--- src/rtl/prom_arbiter.sv ---
// prom_arbiter: shares a 1-cycle synchronous program ROM between fetch and data ports; PROM_ARB_STARVE_EN enables the data-port starvation guard.
module prom_arbiter #(
  parameter int ADDR_W       = 13,
  parameter int DATA_W       = 16,
  parameter int STARVE_LIMIT = 8
) (
  input  logic              clk,
  input  logic              reset,
  input  logic              fetch_req,
  input  logic [ADDR_W-1:0] fetch_addr,
  output logic              fetch_gnt,
  output logic              fetch_valid,
  output logic [DATA_W-1:0] fetch_data,
  input  logic              data_req,
  input  logic [ADDR_W-1:0] data_addr,
  output logic              data_gnt,
  output logic              data_valid,
  output logic [DATA_W-1:0] data_data,
  output logic              rom_ce,
  output logic              rom_oce,
  output logic              rom_reset,
  output logic [ADDR_W-1:0] rom_ad,
  input  logic [DATA_W-1:0] rom_dout
);
  typedef enum logic [1:0] {NONE, FETCH, DATA} owner_t;
  owner_t owner, owner_nx;
  logic starve;
  logic [ADDR_W-1:0] last_ad;
  logic [DATA_W-1:0] fetch_hold, data_hold;
  if (STARVE_LIMIT < 1 || STARVE_LIMIT > 255) begin : g_bad_limit
    $error("STARVE_LIMIT out of range");
  end
`ifdef PROM_ARB_STARVE_EN
  logic [7:0] starve_cnt;
  assign starve = starve_cnt == 8'(STARVE_LIMIT);
  always_ff @(posedge clk)
    if (reset || !data_req || data_gnt) starve_cnt <= '0;
    else if (!starve) starve_cnt <= starve_cnt + 8'd1;
`else
  assign starve = 1'b0;
`endif
  assign rom_oce   = 1'b1;
  assign rom_reset = reset;
  always_comb begin
    data_gnt    = !reset && data_req && (!fetch_req || starve);
    fetch_gnt   = !reset && fetch_req && !data_gnt;
    rom_ce      = fetch_gnt || data_gnt;
    rom_ad      = fetch_gnt ? fetch_addr : data_gnt ? data_addr : last_ad;
    owner_nx    = fetch_gnt ? FETCH : data_gnt ? DATA : NONE;
    fetch_valid = !reset && owner == FETCH;
    data_valid  = !reset && owner == DATA;
    fetch_data  = fetch_valid ? rom_dout : fetch_hold;
    data_data   = data_valid ? rom_dout : data_hold;
  end
  always_ff @(posedge clk)
    if (reset) begin
      owner      <= NONE;
      last_ad    <= '0;
      fetch_hold <= '0;
      data_hold  <= '0;
    end else begin
      owner   <= owner_nx;
      last_ad <= rom_ad;
      if (fetch_valid) fetch_hold <= rom_dout;
      if (data_valid) data_hold <= rom_dout;
    end
endmodule

--- config.mk ---
export PLATFORM = sky130hd
export DESIGN_NAME = prom_arbiter
export DESIGN_NICKNAME = d
export VERILOG_FILES = /design/src/rtl/prom_arbiter.sv
export SDC_FILE = /design/constraint.sdc
export NUM_CORES = 1
export LEC_CHECK = 0
export ABC_AREA = 1
export CAP_MARGIN = 20
export CELL_PAD_IN_SITES_DETAIL_PLACEMENT = 1
export CELL_PAD_IN_SITES_GLOBAL_PLACEMENT = 1
export CORE_UTILIZATION = 26
export DETAILED_ROUTE_END_ITERATION = 6
export GPL_ROUTABILITY_DRIVEN = 1
export PLACE_DENSITY = 0.76
export SLEW_MARGIN = 10
export SYNTH_ARGS = -nofsm -noshare
export SYNTH_HDL_FRONTEND = slang
export SYNTH_SLANG_ARGS = --single-unit
--- constraint.sdc ---
create_clock -name clk -period 1 [get_ports clk]
set_input_delay 0.2 -clock clk [delete_from_list [all_inputs] [get_ports clk]]
set_output_delay 0.2 -clock clk [all_outputs]
set_load 0.03 [all_outputs]
==> impl_metrics.sql <==
INSERT INTO impl_metrics (metric_group, metric, value, unit) VALUES
('synthesis', 'yosys_warnings', '0', ''),
('placed_design', 'place_hpwl', '5170', 'µm'),
('min_path', 'hold_depth', '4', ''),
('cells_and_area', 'antenna_cells_inserted', '0', ''),
('synthesis', 'ys_seq_area_share', '42.2', '%'),
('cts', 'cts_root_buf', 'clkbuf_8', ''),
('sta', 'final.period_utilization', '156', '%'),
('sta', 'number_of_slew_limit_violations_in_the_final_report', '0', ''),
('sta', 'timing.final.ws_setup', '-556', 'ps'),
('floorplan', 'floorplan.initialDensity', '27.0', '%'),
('global_route', 'grt_start_max_net_pins', '34', ''),
('floorplan', 'row_count', '33', ''),
('placed_design', 'postPlaceCellArea', '3770', 'µm²'),
('detailed_routing', 'num_vias', '2469', ''),
('setup_path', 'worst_ep_arrival_time', '1360', 'ps'),
('cells_and_area', 'finish.net_count', '519', ''),
('cells_and_area', 'post_route_cells_drive_above_1_share', '56.4', '%'),
('sta', 'fmax', '0.643', 'GHz'),
('cts', 'cts-hold-fix-buffers', '0', ''),
('synthesis', 'syn_inst', '322', ''),
('global_route', 'first_global_vias', '2674', ''),
('global_route', 'grt_usage', '17.7', '%'),
('sta', 'setup_violations', '80', ''),
('floorplan', 'die_area', '8960', 'µm²'),
('floorplan', 'core_region_area', '8260', 'µm²'),
('synthesis', 'synth_edf_count', '0', ''),
('setup_path', 'worst_setup_path_start_kind', 'register', ''),
('floorplan', 'floorplan.die.height', '94.7', 'µm'),
('placed_design', 'globalplace.congestion', '0.689', ''),
('synthesis', 'synth_commonest_cells', '85 x inv_1, 79 x nand2_1, 47 x dfxtp_1', ''),
('cells_and_area', 'layout.core_utilization', '54.3', '%'),
('pwr', 'powerDensity', '1150', 'nW/µm²'),
('run_status', 'violations', 'negative setup slack', ''),
('pwr', 'vdd_ir_drop_max', '0.527', 'mV'),
('job', 'cap_violations', '0', ''),
('synthesis', 'synth_top_area_cell', 'dfxtp_1', ''),
('global_route', 'globalRouteOverflowTotal', '0', ''),
('placed_design', 'place_ws', '-681', 'ps'),
('detailed_routing', 'drt_first_pass_iters', '4', ''),
('sta', 'finalHoldWorstSlack', '281', 'ps'),
('cts', 'cts.reportedPaths.clkPinSlew', '90', 'ps'),
('run_status', 'run_status', 'complete, but fails checks', ''),
('detailed_routing', 'drt_drc_violations_left', '0', ''),
('sta', 'hold_viol_final', '0', ''),
('cts', 'htree_num_levels', '2', ''),
('cts', 'number_of_buffers_created_by_cts', '5', ''),
('global_route', 'grt.busiest_layer', 'met2', ''),
('detailed_routing', 'average_routed_wire_per_standard_cell', '13.1', 'µm'),
('sta', 'clock-skew-final', '5.04', 'ps'),
('pwr', 'total_leakage_power', '0.00239', 'µW'),
('setup_path', 'critical_path_required', '800', 'ps'),
('floorplan', 'top_level_pins', '98', ''),
('global_route', 'initial_antenna_violation_count', '0', ''),
('synthesis', 'synthArstFlopShare', '0', '%'),
('global_route', 'grt_use_met1', '19.2', '%'),
('global_route', 'wire_length_of_the_first_global_routing_pass', '12300', 'µm'),
('setup_path', 'reg2reg_slack', '-150', 'ps'),
('synthesis', 'ys_dominant_reg_cell', 'dfxtp_1', ''),
('cells_and_area', 'final_area', '4490', 'µm²'),
('cts', 'worst_skew_pair.late_latency', '300', 'ps'),
('synthesis', 'synth.cell_area', '2230', 'µm²'),
('sta', 'fin_crit', '1560', 'ps'),
('setup_path', 'timing.setup.critical_path_class', 'reg2out', ''),
('sta', 'rsz0062_at_grt', 'yes', ''),
('detailed_routing', 'detail-route-antenna-nets', '0', ''),
('global_route', 'grtUsageMet2', '34.2', '%'),
('synthesis', 'synth.ff_latch_count', '47', ''),
('min_path', 'holdPathEnd', 'owner[0]', ''),
('synthesis', 'synth_most_common_cell', 'inv_1', ''),
('setup_path', 'regToRegEndpoint', 'fetch_hold[12]', ''),
('placed_design', 'io_buffers', '96', '');
## state kept, by name (all words and copies together) (netlist names)
signal,cells
data_hold,16
fetch_hold,16
last_ad,13
owner,2
## critical path: stages (launching register included)
cell,delay [ps]
dfxtp_2,350
inv_2,70
nand3_4,100
buf_12,180
o21ai_2,150
inv_2,50
buf_4,160
## layout by cell type, fill, tap and decap left out, types with 2 or more instances in the layout
cell / synthesis / layout
buf_4: 2 / 76
inv_1: 85 / 49
dfxtp_1: 47 / 45
clkdlybuf4s50_1: 0 / 40
inv_2: 3 / 34
nand2_1: 79 / 34
nor2_1: 33 / 32
buf_6: 6 / 30
nand2_2: 3 / 26
nand2_4: 1 / 22
o21ai_2: 17 / 20
nand3_4: 0 / 15
o21ai_4: 0 / 13
buf_12: 0 / 9
clkbuf_8: 0 / 5
inv_8: 0 / 2
clkinvlp_4: 0 / 2
nor2_4: 2 / 2
nand4_1: 2 / 2
dlygate4sd2_1: 0 / 2
buf_8: 0 / 2
dfxtp_2: 0 / 2
## routing by layer
metal  vias up  wire length [µm]
li1       1223                 -
met5         -                 0
met2        78              4070
met1      1161              2910
met4         0                70
met3         7               500
## power by group
| part | switching [µW] | total, µW | internal, µW | leakage [µW] |
|---|---|---|---|---|
| Combinational | 945 | 1800 | 854 | 0.00196 |
| Clock | 658 | 1390 | 732 | 0.0000502 |
| Sequential | 33.7 | 1990 | 1960 | 0.000385 |
| Total | 1640 | 5180 | 3540 | 0.00239 |
## how the worst max path moves through the flow
stage / to / slack (ps) / from / cells after the start
final: fetch_data[13] / -560 / owner[1] / 6
after detailed placement: rom_ad[1] / -680 / fetch_req / 7
after global routing: data_data[12] / -640 / owner[0] / 6
after global placement: rom_ad[2] / -650 / fetch_req / 7
after floorplan: data_data[0] / -80 / reset / 6
after CTS: data_data[15] / -580 / owner[0] / 6
## per-stage QoR
stage	cells	total power, µW	setup TNS, ps
2_1_floorplan	322	2840	-2770
3_3_place_gp	552	3480	-29840
3_5_place_dp	552	3520	-32130
4_1_cts	573	5180	-26340
5_1_grt	578	5450	-28830
6_report	578	5180	-24360
## cell type report
type	count	area (µm²)
multi-input cells	171	1390
fillers	972	3770
clock buffers	5	68.8
repair buffers	160	1560
clock inverters	2	37.5
flip-flops and latches	47	943
inverters	88	357
well taps	105	131
## kinds of logic after synthesis
family                 count (synthesis)  share of synthesized area (%)
buffers and inverters                104                           20.1
other                                  1                          0.168
DFF                                   47                           42.2
AOI/OAI and AO/OA                     35                           10.7
and+or+nand+nor                      135                           26.9
## timing repair
action,4_1_cts,5_1_grt
pin swaps,16,9
buffers inserted,13,6
resized for setup,87,34
endpoints found under the hold margin,0,0
setup endpoints to repair,96,83
gates cloned,2,0
Power figures use the tool's default switching activity.
